===== src/rtl/bcd_run_ctrl_pkg.sv =====
// rtl/bcd_run_ctrl_pkg.sv - shared types and constants for the BCD run/stop sequencer
package bcd_run_ctrl_pkg;

  typedef enum logic [1:0] {
    ST_IDLE  = 2'd0,
    ST_RUN   = 2'd1,
    ST_PAUSE = 2'd2,
    ST_DONE  = 2'd3
  } state_t;

  localparam int BCD3_W = 12;
  typedef logic [BCD3_W-1:0] bcd3_t;

  localparam logic [3:0] BCD_DIGIT_MAX = 4'd9;

  function automatic logic bcd3_valid(input bcd3_t v);
    return (v[3:0] <= BCD_DIGIT_MAX) && (v[7:4] <= BCD_DIGIT_MAX) &&
           (v[11:8] <= BCD_DIGIT_MAX);
  endfunction

endpackage


===== src/rtl/bcd_run_ctrl_tick_prescaler.sv =====
// rtl/bcd_run_ctrl_tick_prescaler.sv - modulo-TICK_DIV prescaler with hold, sync zero and terminal flag
module tick_prescaler #(
  parameter int TICK_DIV = 10,
  parameter int PW       = 10
) (
  input  logic          clk,
  input  logic          reset,
  input  logic          zero,
  input  logic          inc,
  output logic [PW-1:0] count,
  output logic          tc
);

  localparam logic [PW-1:0] LAST = PW'(TICK_DIV - 1);

  assign tc = (count == LAST);

  always_ff @(posedge clk or posedge reset) begin
    if (reset) begin
      count <= '0;
    end else if (zero) begin
      count <= '0;
    end else if (inc) begin
      count <= tc ? '0 : count + PW'(1);
    end
  end

endmodule


===== src/rtl/bcd_run_ctrl.sv =====
// rtl/bcd_run_ctrl.sv - run/pause/done sequencer driving enable and clear of a 3-digit BCD counter
module bcd_run_ctrl
  import bcd_run_ctrl_pkg::*;
#(
  parameter int TICK_DIV = 10,
  parameter int PW       = 10
) (
  input  logic        clk,
  input  logic        reset,
  input  logic        start,
  input  logic        stop,
  input  logic        clr_req,
  input  logic [11:0] target,
  input  logic [3:0]  qout1,
  input  logic [3:0]  qout2,
  input  logic [3:0]  qout3,
  input  logic        cout,
  output logic        enable,
  output logic        clear,
  output logic        busy,
  output logic        done,
  output logic        ovf,
  output logic [1:0]  state
);

  state_t         st;
  bcd3_t          count_val;
  logic           match;
  logic           take_start;
  logic           clear_nxt;
  logic           enable_nxt;
  logic           pres_zero;
  logic           pres_inc;
  logic [PW-1:0]  pres_count;
  logic           pres_tc;

  assign count_val = {qout3, qout2, qout1};

  // While clear is out the counter still shows the old value, so a restart
  // from DONE must not see a stale match against the target.
  assign match = bcd3_valid(target) && (count_val == target) && !clear;

  assign take_start = start && !stop && !clr_req;
  assign clear_nxt  = clr_req || (st == ST_DONE && take_start);
  assign enable_nxt = (st == ST_RUN) && !match && !stop && !clr_req && pres_tc;

  always_comb begin
    pres_zero = 1'b0;
    pres_inc  = 1'b0;
    case (st)
      ST_IDLE:  pres_zero = 1'b1;
      ST_RUN: begin
        if (clr_req)             pres_zero = 1'b1;
        else if (!stop && !match) pres_inc = 1'b1;
      end
      ST_PAUSE: pres_zero = clr_req;
      ST_DONE:  pres_zero = clr_req || take_start;
      default:  pres_zero = 1'b1;
    endcase
  end

  tick_prescaler #(
    .TICK_DIV (TICK_DIV),
    .PW       (PW)
  ) u_prescaler (
    .clk   (clk),
    .reset (reset),
    .zero  (pres_zero),
    .inc   (pres_inc),
    .count (pres_count),
    .tc    (pres_tc)
  );

  always_ff @(posedge clk or posedge reset) begin
    if (reset) begin
      st     <= ST_IDLE;
      enable <= 1'b0;
      clear  <= 1'b0;
      ovf    <= 1'b0;
    end else begin
      enable <= enable_nxt;
      clear  <= clear_nxt;
      if (clear_nxt)          ovf <= 1'b0;
      else if (enable && cout) ovf <= 1'b1;
      case (st)
        ST_IDLE: begin
          if (take_start) st <= ST_RUN;
        end
        ST_RUN: begin
          if (clr_req)    st <= ST_IDLE;
          else if (stop)  st <= ST_PAUSE;
          else if (match) st <= ST_DONE;
        end
        ST_PAUSE, ST_DONE: begin
          if (clr_req)         st <= ST_IDLE;
          else if (take_start) st <= ST_RUN;
        end
        default: st <= ST_IDLE;
      endcase
    end
  end

  assign busy  = (st == ST_RUN);
  assign done  = (st == ST_DONE);
  assign state = st;

endmodule


===== config.mk =====
export PLATFORM = sky130hd
export DESIGN_NAME = bcd_run_ctrl
export DESIGN_NICKNAME = d
export VERILOG_FILES = /design/src/rtl/bcd_run_ctrl_pkg.sv /design/src/rtl/bcd_run_ctrl_tick_prescaler.sv /design/src/rtl/bcd_run_ctrl.sv
export SDC_FILE = /design/constraint.sdc
export NUM_CORES = 1
export LEC_CHECK = 0
export ABC_AREA = 1
export BUFFER_PORTS_ARGS = -buffer_cell sky130_fd_sc_hd__buf_2
export CAP_MARGIN = 20
export CORE_ASPECT_RATIO = 1.75
export CORE_MARGIN = 4
export CORE_UTILIZATION = 35
export CTS_CLUSTER_SIZE = 16
export DETAILED_ROUTE_END_ITERATION = 6
export GPL_ROUTABILITY_DRIVEN = 0
export GPL_TIMING_DRIVEN = 0
export PLACE_DENSITY_LB_ADDON = 0.2
export SYNTH_ARGS = -nofsm -noshare
export SYNTH_HDL_FRONTEND = slang
export SYNTH_SLANG_ARGS = --single-unit

===== constraint.sdc =====
create_clock -name clk -period 5 [get_ports clk]
set_clock_uncertainty 0.2 [all_clocks]
set_input_delay 0.5 -clock clk [delete_from_list [all_inputs] [get_ports clk]]
set_output_delay 0.5 -clock clk [all_outputs]
set_load 0.05 [all_outputs]

After elaboration in Yosys (flattened, before gate mapping)
Index checks and enable logic that the tools add are counted.
Widths: inputs -> output; s select.
{ "totals": {"regBits": 15} }
{ "op_classes": {"reduce_logical": 23, "n_eq_ne": 6, "n_mux": 16, "order_cmp": 3, "n_addsub": 1} }
{ "ops": {"columns": ["op", "n"], "rows": [
  ["$mux 10", 3],
  ["$logic_and 1x1->1", 13],
  ["$eq 12x12->1", 1],
  ["$le 4x4->1 const B", 3],
  ["$add 10x1->10 const B", 1],
  ["$eq 10x4->1 const B", 1],
  ["$mux 2", 5],
  ["$mux 1", 6],
  ["$pmux 2 s3", 1],
  ["$eq 2x2->1 const B", 2],
  ["$logic_not 1->1", 4],
  ["$ne 4x3->1 const B", 1],
  ["$pmux 1 s4", 1],
  ["$reduce_bool 2->1", 2],
  ["$eq 2x1->1 const B", 1],
  ["$logic_not 2->1", 1],
  ["$logic_or 1x1->1", 2],
  ["$reduce_or 2->1", 1]
]} }

Depth between registers and ports, before layout
Gate-level depths: netlist (run 1).
{ "logic_depth": {"ltp_word": 12, "mapped_depth": 11, "depth_no_buf": 10} }

Cells and area by module
A second synthesis (run 1) with hierarchy kept.
{ "unflattened": {"hier_cells": 214, "area_unflattened_um2": 1271.2} }
{ "modules_own_cells": {"columns": ["mod", "cells_per_inst", "area_per_inst_um2", "seq_area_each_um2", "instances"], "rows": [
  ["tick_prescaler", 91, 640.6, 250.2, 1],
  ["bcd_run_ctrl", 123, 630.6, 125.1, 1]
]} }

Least setup slack after synthesis (run 1)
OpenSTA, ideal clock, no wires.
{ "synth_path": {"path_kind": "reg-to-reg", "from": "register st[1], in the netlist state[1]", "to": "register st[1], in the netlist state[1]", "synth_period_minus_slack_ns": 2.297, "setup_ns": 0.067, "arrival_time_ns": 2.030, "required_time_ns": 4.733, "setup_slack_ns": 2.703, "path_stages_with_launch": 8, "path_buffers": 1, "path_cell_list": "dfrtp_1 inv_1 ha_1 inv_1 nor3_2 buf_2 nand3_1 nand2_1"} }
{ "synth_via": {"word_cells_on_any_way": 9} }
{ "synth_rtl": {"columns": ["item", "line", "text"], "rows": [
  ["start, declared", "bcd_run_ctrl.sv:26", "state_t st;"],
  ["start signal, assigned", "bcd_run_ctrl.sv:76", "st <= ST_IDLE;"],
  ["start signal, assigned", "bcd_run_ctrl.sv:87", "if (take_start) st <= ST_RUN;"],
  ["start signal, assigned", "bcd_run_ctrl.sv:90", "if (clr_req) st <= ST_IDLE;"],
  ["$eq 2x1->1 (*)", null, null],
  ["net busy", "bcd_run_ctrl.sv:20", "output logic busy,"],
  ["$pmux 2 s3 or $ne 4x3->1 (tied branches)", null, null]
]} }
The timed path passes the listed nets; every way through them passes the cells marked *.
A chain may end at the register's enable or synchronous reset.

Final worst setup path (run 1)
{ "layout_path": {"from": "register st[1], in the netlist state[1]", "to": "register u_prescaler.count[0]"} }
{ "layout_via": {"elab_chain_len": 3, "word_cells_on_any_way": 8} }
{ "layout_lines": {"columns": ["item", "line", "text"], "rows": [
  ["$eq 2x2->1, or another cell as far along", "bcd_run_ctrl.sv:50", "case (st)"],
  ["$pmux 1 s4 or $mux 1 (tied branches)", "bcd_run_ctrl.sv:50", null],
  ["$mux 10 or $reduce_bool 2->1 (tied branches)", null, null],
  ["end signal, assigned", "bcd_run_ctrl_tick_prescaler.sv:24", "count <= tc ? '0 : count + PW'(1);"],
  ["end, declared", "bcd_run_ctrl_tick_prescaler.sv:10", "output logic [PW-1:0] count,"]
]} }
Parallel ways exist; a longest one is shown, timed or not.

==> flow_summary_export.csv, run 1 <==
group,metric,value,unit
synth,synthesis.area,0.00131,mm^2
timing,slew_headroom,63.0,%
power_and_ir_drop,p_comb_share,47.4,%
worst_setup_path,worstSetupPathType,"reg -> reg",
clocking,cts_setup_buffers,0,
clocking,cts_tree,"done",
routing,antenna_left,0,
timing,hold_violations,0,
status,status,"finished, final reports clean",
power_and_ir_drop,p_seq_share,31.2,%
layout,drive_above_1_share,18.7,%
synth,synth_cell_types,20,
worst_setup_path,startpoint,"state[1]",
routing,drc,0,
grt,grt_util_all_layers,13.6,%
worst_setup_path,critPathMaxFanout,10,
timing,fin_setup_tns,0,ns
routing,drtPass1Iterations,4,
power_and_ir_drop,irDropWorstVdd,0.250,mV
flow_run,maxCapViolCount,0,
placement,port_buffers,36,
routing,wire_per_inst,9.84,um
floorplanning,die_area,0.00481,mm^2
grt,antenna_found_initial,0,
clocking,htreeDepth,1,
floorplanning,start_util,36.0,%
clocking,cts_buffer_depth,2,
power_and_ir_drop,pwr_density_cell,284,mW/mm^2
layout,nNetsFinal,289,
power_and_ir_drop,leakagePower,0.000984,uW
synth,yosysTopAreaCell,"dfrtp_1",
clocking,cts_root_buf,"clkbuf_8",
floorplanning,coreArea,0.00363,mm^2
worst_setup_path,required,4.99,ns
placement,place_hpwl,2480,um
power_and_ir_drop,p_int,245,uW
clocking,clock_latency,0.25,ns
power_and_ir_drop,p_switching,206,uW
timing,setup_viol_count_final,0,
routing,via_count,1357,
worst_setup_path,arrival,1.94,ns
synth,synth_cells,211,
layout,final_area,0.00159,mm^2
min_path,hp-class,"in -> async",
worst_setup_path,end_kind,"flip-flop",
timing,fmax,513,MHz
routing,vias_per_cell,4.57,
grt,grt_pass1_wl,4940,um
timing,rsz0062_at_grt,"no",
routing,drtIter0Drc,26,
clocking,cts.repair.resized,0,
clocking,cts_sinks,15,
floorplanning,die_w,54.2,um
synth,synth-seq-cells,15,
worst_setup_path,r2r_start,"state[1]",
floorplanning,boundaryPins,37,
timing,slew_viol_final,0,
grt,grt_overflow,0,
floorplanning,rows,29,
synth,seq_area_frac_synth,28.8,%
power_and_ir_drop,clock_power_share,21.5,%
clocking,clk_pin_slew,0.06,ns
synth,yosys.area.top_type_share,28.8,%
synth,synth_area_leaders,"dfrtp_1 (29%), nand2_1 (19%), inv_1 (12%)",
routing,drt_wl_total,2920,um
grt,grt_max_degree,16,
timing,worst_pin_slew,0.555,ns
grt,grt_pass1_vias,1253,
synth,avgSynthCellArea,6.18,um^2
timing,fin_crit_sh,39.0,%
clocking,ctsHoldBuffers,0,
floorplanning,die_y,88.8,um
layout,antenna_cells,0,
worst_setup_path,cp-start-kind,"flip-flop",
clocking,cts_made_buffers,3,
timing,fin_crit,1.95,ns
power_and_ir_drop,power,452,uW
synth,yosys_warnings,0,
layout,syn_to_final_growth,21.7,%
synth,syn_nets,248,
placement,place_area,0.00154,mm^2
power_and_ir_drop,netSwitchingFraction,45.6,%
==> state kept, by name, indices dropped and copies added (netlist names) <==
signal,flops
u_prescaler.count,10
state,2
clear,1
enable,1
ovf,1
==> synth_stat cells <==
cell,instances
o21ai_0,5
buf_2,3
inv_1,43
nor3_2,1
nor2_1,26
xor2_1,5
nand3_1,18
a22o_1,1
ha_1,7
nand3b_1,1
nor3_1,2
o21bai_1,1
nor2_2,1
nand2_2,1
a21oi_1,1
buf_6,1
dfrtp_1,15
nand2_1,65
nand2_4,1
nand4_1,13
==> cells in the final DEF (no fill, tap or decap), types with 2 or more instances in the layout <==
cell and instances:
clkbuf_8 3, nand2_1 65, nor3_1 2, xor2_1 5, nand3_1 18, nor2_1 26, buf_2 39, nand4_1 13
ha_1 7, o21ai_0 5, inv_1 43, dfrtp_1 15
==> cell type report <==
class	count	area, um^2
inverters	43	161
well taps	46	57.6
fillers	407	2040
multi-input cells	149	742
repair buffers	36	180
clock buffers	4	45.0
flip-flops and latches	15	375
plain buffers	4	26.3
==> routing by layer <==
layer,vias up,part of all wire (%),global-route usage (%)
met2,25,55,26.6
met3,4,4.5,1.52
li1,727,-,-
met5,-,0,0
met4,0,1.4,4.76
met1,601,39,13.9
==> kinds of logic (layout without fill, tap and decap cells) <==
family          Yosys count  after routing  synth area share, %
flops                    15             15                 28.8
xor+xnor                  5              5                 3.36
buf+inv                  47             87                 14.4
compound gates            8              8                 3.55
fa+ha+maj                 7              7                 6.71
simple gates            129            129                 43.2
==> final timing paths <==
path	end	slack, ns	cells past startpoint
setup reg to reg	u_prescaler.count[0]	3.05	8
max in group asynchronous	state[1]	4.14	2
hold / removal	u_prescaler.count[1]	0.09	2
setup / recovery	u_prescaler.count[0]	3.05	8
hold reg to reg	ovf	0.30	2
min in group clk	ovf	0.30	2
==> worst max-delay path: stages (launching register included) <==
cell and delay, ns:
dfrtp_1 0.44, inv_1 0.11, ha_1 0.28, nand2_1 0.06
nand4_1 0.14, inv_1 0.21, buf_2 0.27, nand3_1 0.10
nand2_1 0.06
==> per-stage QoR <==
stage | util (%) | instances | worst slack [ns] | hold slack (ns)
after global placement | 42.5 | 293 | 3.04 | 0.285
after global routing | 43.8 | 297 | 2.87 | 0.148
after detailed placement | 42.5 | 293 | 3.04 | 0.296
final | 43.8 | 297 | 3.05 | 0.0944
after floorplan | - | 211 | 2.70 | 0.201
after CTS | 43.8 | 297 | 3.03 | 0.117
==> power groups by stage <==
stage	Clock (uW)	Combinational [uW]	Sequential [uW]
after global routing	106	240	143
final	97.0	214	141
after global placement	0	215	143
after floorplan	0	134	166
after CTS	101	216	141
after detailed placement	0	215	143
(Power assumes the default switching activity.)
==> run 2, diff against run 1 <==
Clock period 5 ns to 1.97 ns, I/O delays scaled along.
==> run 2 against run 1 <==
Net effect:
- flip-flop and latch count did not move
- worst setup slack got worse by 2.9 ns
- maximum frequency up 6.6%
- highest routed layer unchanged
- cell count up 0.67%
- cell area is 2.9% higher
- die area did not move
- critical path depth stayed put
- utilization is 1.3 points higher
- sequential share of layout area fell by 0.52 points
==> flow_summary_export.csv, run 2 (same netlist as run 1, synthesis figures left out) <==
group,metric,value,unit
worst_setup_path,crit_top_cell,"nand2_1",
worst_setup_path,end_kind,"flip-flop",
clocking,cts_setup_buffers,0,
grt,grt_overflow,0,
status,status,"finished, final reports clean",
power_and_ir_drop,pwr_density_cell,728,mW/mm^2
timing,fmax,547,MHz
routing,antenna_left,0,
clocking,htreeDepth,1,
placement,place_hpwl,2500,um
worst_setup_path,cp-start-kind,"flip-flop",
placement,port_buffers,36,
power_and_ir_drop,clock_power_share,21.3,%
routing,drt_wl_total,3110,um
clocking,clock_latency,0.25,ns
worst_setup_path,path_cells,"inv_1, ha_1, nand2_1, nand4_1, inv_2, buf_4, nand3_1, nand2_1",
timing,worst_pin_slew,0.594,ns
layout,syn_to_final_growth,25.2,%
power_and_ir_drop,p_comb_share,48.1,%
layout,final_cell_mix,"nand2_1 (65), inv_1 (42), buf_2 (38)",
grt,grt_util_all_layers,14.4,%
timing,setup_viol_count_final,0,
floorplanning,boundaryPins,37,
worst_setup_path,critPathMaxFanout,10,
grt,grt_pass1_wl,5130,um
clocking,cts_root_buf,"clkbuf_8",
flow_run,maxCapViolCount,0,
floorplanning,start_util,36.0,%
clocking,cts_made_buffers,3,
power_and_ir_drop,p_seq_share,30.6,%
layout,drive_above_1_share,20.6,%
layout,largest_register_ffs,10,
timing,slew_headroom,60.4,%
timing,fin_crit_sh,92.8,%
placement,place_inst,293,
layout,final_cells,299,
timing,slew_viol_final,0,
routing,wire_per_inst,10.4,um
clocking,cts_sinks,15,
clocking,clk_pin_slew,0.06,ns
layout,layout_commonest_cell,"nand2_1",
worst_setup_path,slowest_stage,"dfrtp_2",
layout,fill_cells,410,
timing,finalWorstSetupSlack,0.142,ns
layout,nNetsFinal,291,
worst_setup_path,crit_family,"buffers and inverters",
power_and_ir_drop,irDropWorstVdd,0.517,mV
timing,rsz0062_at_grt,"no",
worst_setup_path,crit_buf_inv,3,
floorplanning,die_w,54.2,um
min_path,hp-class,"in -> reg",
placement,post-place-ws,0.0164,ns
timing,holdWs,0.0503,ns
layout,antenna_cells,0,
grt,antenna_found_initial,0,
timing,hold_violations,0,
worst_setup_path,worstSetupPathType,"reg -> reg",
floorplanning,die_y,88.8,um
worst_setup_path,critPathMaxStageDelay,0.44,ns
routing,drc,0,
timing,fin_crit,1.83,ns
routing,drtPass1Iterations,4,
layout,regMostFlops,"u_prescaler.count",
worst_setup_path,required,1.96,ns
routing,via_count,1357,
clocking,cts_buffer_depth,2,
clocking,cts_tree,"done",
routing,vias_per_cell,4.54,
worst_setup_path,r2r_setup_slack,0.14,ns
floorplanning,die_area,0.00481,mm^2
routing,drtIter0Drc,30,
power_and_ir_drop,p_switching,546,uW
power_and_ir_drop,p_int,644,uW
floorplanning,rows,29,
worst_setup_path,arrival,1.81,ns
grt,grt_max_degree,16,
grt,grt_pass1_vias,1279,
power_and_ir_drop,leakagePower,0.000989,uW
power_and_ir_drop,netSwitchingFraction,45.9,%
floorplanning,coreArea,0.00363,mm^2
timing,fin_setup_tns,0,ns
==> run 2: worst reg2reg max path, cell delays in order (launching register included) <==
cell,delay [ns]
dfrtp_2,0.44
inv_1,0.15
ha_1,0.25
nand2_1,0.06
nand4_1,0.15
inv_2,0.16
buf_4,0.20
nand3_1,0.09
nand2_1,0.06
==> run 2: path summary, 6_finish.rpt <==
check                         start                    to  cells past startpoint
hold reg to reg                 ovf                   ovf                      2
hold / removal                start                 clear                      3
setup / recovery           state[0]  u_prescaler.count[8]                      8
max in group asynchronous     reset              state[1]                      3
min in group asynchronous     reset  u_prescaler.count[6]                      3
setup reg to reg           state[0]  u_prescaler.count[8]                      8
==> run 2: per-stage QoR <==
step                area (um^2)  utilization, %  power, uW
floorplan                  1320               -        788
global placement           1560            43.0        924
detailed placement         1560            43.0        926
CTS                        1630            44.9       1200
global route               1630            45.0       1300
finish                     1630            45.0       1190
==> run 2: what timing repair did <==
| item | in CTS | in global routing |
|---|---|---|
| hold buffers | 2 | 0 |
| hold endpoints to repair | 16 | 0 |
| resized for setup | 1 | 2 |
| cloned | 0 | 0 |
| endpoints found under the setup margin | 1 | 11 |
==> run 2: power by group through the flow <==
| stage | clock network [uW] | registers [uW] | logic [uW] |
|---|---|---|---|
| 2_1_floorplan | 0 | 428 | 360 |
| 3_3_place_gp | 0 | 371 | 553 |
| 3_5_place_dp | 0 | 371 | 554 |
| 4_1_cts | 263 | 366 | 571 |
| 5_1_grt | 281 | 370 | 648 |
| 6_report | 253 | 364 | 573 |
==> run 2: final cells by class <==
class / count / area, um^2 / share of cell area (%)
plain buffers: 4 / 28.8 / 1.76
clock buffers: 4 / 45.0 / 2.76
repair buffers: 38 / 200 / 12.3
well taps: 46 / 57.6 / 3.52
inverters: 43 / 161 / 9.88
multi-input cells: 149 / 763 / 46.7
flip-flops and latches: 15 / 378 / 23.1
==> run 2: layer usage <==
layer	global-route usage [%]	share of wire [%]	vias to the layer above
li1	-	-	733
met1	14.2	38	596
met2	27.9	56	23
met3	2.02	4.2	5
met4	6.12	1.7	0
met5	0	0	-
==> run 3, diff against run 2 <==
--- a/config.mk
+++ b/config.mk
@@ -7,5 +7,4 @@
 export LEC_CHECK = 0
 export ABC_AREA = 1
-export BUFFER_PORTS_ARGS = -buffer_cell sky130_fd_sc_hd__buf_2
 export CAP_MARGIN = 20
 export CORE_ASPECT_RATIO = 1.75
@@ -14,4 +13,5 @@
 export CTS_CLUSTER_SIZE = 16
 export DETAILED_ROUTE_END_ITERATION = 6
+export DONT_BUFFER_PORTS = 1
 export GPL_ROUTABILITY_DRIVEN = 0
 export GPL_TIMING_DRIVEN = 0
==> constraint.sdc (replaced) <==
create_clock -name clk -period 1.97 [get_ports clk]
set_clock_uncertainty 0.2 [all_clocks]
set_input_delay 0.4925 -clock clk [delete_from_list [all_inputs] [get_ports clk]]
set_output_delay 0.4925 -clock clk [all_outputs]
set_load 0.05 [all_outputs]
==> run 3 against run 2 <==
Net effect:
- the run now ends with negative hold slack left
- register-to-register slack lost 0.099 ns
- critical path depth grew 1
- count of clock-buffer cells in the layout is the same
- cell area shrank 4.0%
- utilization shrank 1.8 points
- flip-flop and latch count is the same
- non-clock buffer count shrank 32
- worst setup slack lost 0.099 ns
- clock power is essentially flat
- via count shrank 5.2%
- maximum frequency shrank 5.1%
- routed wire length grew 1.3%
- critical path type unchanged
- critical endpoint is now u_prescaler.count[3]
==> flow_summary_export.csv, run 3 (same netlist as run 1, synthesis figures left out) <==
group,metric,value,unit
timing,hold_violations,13,
status,status,"finished with violations",
clocking,cts_tree,"done",
layout,final_util,43.2,%
grt,grt_overflow,0,
layout,layout_commonest_cell,"nand2_1",
layout,final_cell_mix,"nand2_1 (63), inv_1 (39), nor2_1 (25)",
routing,drt_wl_total,3150,um
routing,antenna_left,0,
clocking,clock_latency,0.24,ns
routing,drc,0,
layout,regMostFlops,"u_prescaler.count",
routing,drtPass1Iterations,4,
floorplanning,start_util,36.0,%
clocking,cts_root_buf,"clkbuf_8",
grt,grt_pass1_wl,5000,um
timing,fin_crit_sh,97.8,%
timing,holdWs,-0.00279,ns
grt,grt_pass1_vias,1267,
power_and_ir_drop,leakagePower,0.000871,uW
routing,drtIter0Drc,20,
timing,fin_crit,1.93,ns
layout,syn_to_final_growth,20.2,%
timing,fmax,519,MHz
clocking,cts_made_buffers,3,
clocking,cts_buffer_depth,2,
power_and_ir_drop,p_switching,616,uW
timing,rsz0062_at_grt,"yes",
placement,place_inst,257,
worst_setup_path,end_kind,"flip-flop",
worst_setup_path,r2r_setup_slack,0.04,ns
placement,port_buffers,0,
floorplanning,die_w,54.2,um
worst_setup_path,critPathMaxFanout,6,
routing,via_count,1287,
layout,drive_above_1_share,14.9,%
worst_setup_path,required,1.95,ns
clocking,ctsHoldBuffers,0,
floorplanning,boundaryPins,37,
timing,worst_pin_slew,0.590,ns
floorplanning,die_area,0.00481,mm^2
grt,grt_max_degree,16,
clocking,clk_pin_slew,0.06,ns
floorplanning,die_y,88.8,um
routing,wire_per_inst,11.8,um
floorplanning,coreArea,0.00363,mm^2
worst_setup_path,cp-start-kind,"flip-flop",
layout,nNetsFinal,259,
clocking,htreeDepth,1,
power_and_ir_drop,irDropWorstVdd,0.696,mV
timing,setup_viol_count_final,0,
power_and_ir_drop,p_int,771,uW
power_and_ir_drop,p_seq_share,32.8,%
power_and_ir_drop,clock_power_share,18.0,%
power_and_ir_drop,p_comb_share,49.2,%
flow_run,maxCapViolCount,0,
placement,place_hpwl,2470,um
worst_setup_path,worstSetupPathType,"reg -> reg",
min_path,hp-class,"in -> async",
timing,slew_viol_final,0,
status,violations,"negative hold slack",
layout,antenna_cells,0,
floorplanning,rows,29,
worst_setup_path,arrival,1.91,ns
grt,grt_util_all_layers,14.0,%
layout,largest_register_ffs,10,
power_and_ir_drop,pwr_density_cell,884,mW/mm^2
layout,final_cells,267,
timing,slew_headroom,60.7,%
grt,antenna_found_initial,0,
power_and_ir_drop,power,1390,uW
clocking,cts_sinks,15,
power_and_ir_drop,netSwitchingFraction,44.4,%
routing,vias_per_cell,4.82,
-- run 3: metrics by stage --
stage               hold WS [ns]  instance area [um^2]  worst slack [ns]  TNS [ns]
finish                  -0.00279                  1570            0.0434         0
global route              0.0467                  1570           -0.0806    -0.342
CTS                       0.0254                  1500           0.00215         0
detailed placement         0.291                  1380            -0.189     -2.07
global placement           0.299                  1380            -0.205     -2.31
floorplan                  0.194                  1320            0.0537         0
-- run 3: area by class of cell --
| type | instances | area (um^2) |
|---|---|---|
| multi-input cells | 149 | 818 |
| clock buffers | 4 | 45.0 |
| flip-flops and latches | 15 | 383 |
| fillers | 401 | 2060 |
| repair buffers | 6 | 56.3 |
| inverters | 43 | 166 |
| plain buffers | 4 | 42.5 |
| well taps | 46 | 57.6 |
-- run 3: power groups by stage --
| stage | Sequential [uW] | Clock (uW) | Combinational, uW |
|---|---|---|---|
| final | 454 | 250 | 682 |
| after global placement | 439 | 0 | 441 |
| after floorplan | 428 | 0 | 360 |
| after global routing | 459 | 267 | 759 |
| after CTS | 454 | 254 | 545 |
| after detailed placement | 439 | 0 | 439 |
-- run 3: repair_timing --
item                       in CTS  in global routing
pin swaps                       4                 10
setup endpoints to repair      14                 13
gates resized for setup        17                 13
setup buffers                   4                  2
cloned                          0                  1
-- run 3: final timing paths --
check                                startpoint                   end  cells past startpoint
max                                    state[1]  u_prescaler.count[3]                      9
min                                       reset                   ovf                      1
max reg2reg                            state[1]  u_prescaler.count[3]                      9
min reg2reg                u_prescaler.count[9]  u_prescaler.count[9]                      2
max in group asynchronous                 reset              state[1]                      1
min in group clk                        clr_req                 clear                      2
-- run 3: per-layer routing --
metal	vias to the layer above	GRT usage, %	share of wire (%)
met5	-	0	0
met4	0	6.35	1.4
met3	2	2.02	4.9
met2	22	27.9	59
met1	590	12.9	35
li1	673	-	-
-- run 3: worst max-delay path, cell delays in order, from the launching register on --
cell and delay [ns]:
dfrtp_4 0.59, inv_4 0.11, buf_6 0.10, ha_4 0.18, nand2_2 0.05, nand4_1 0.14, buf_4 0.19, nor2_4 0.11
nand4_1 0.11, nand2_1 0.08
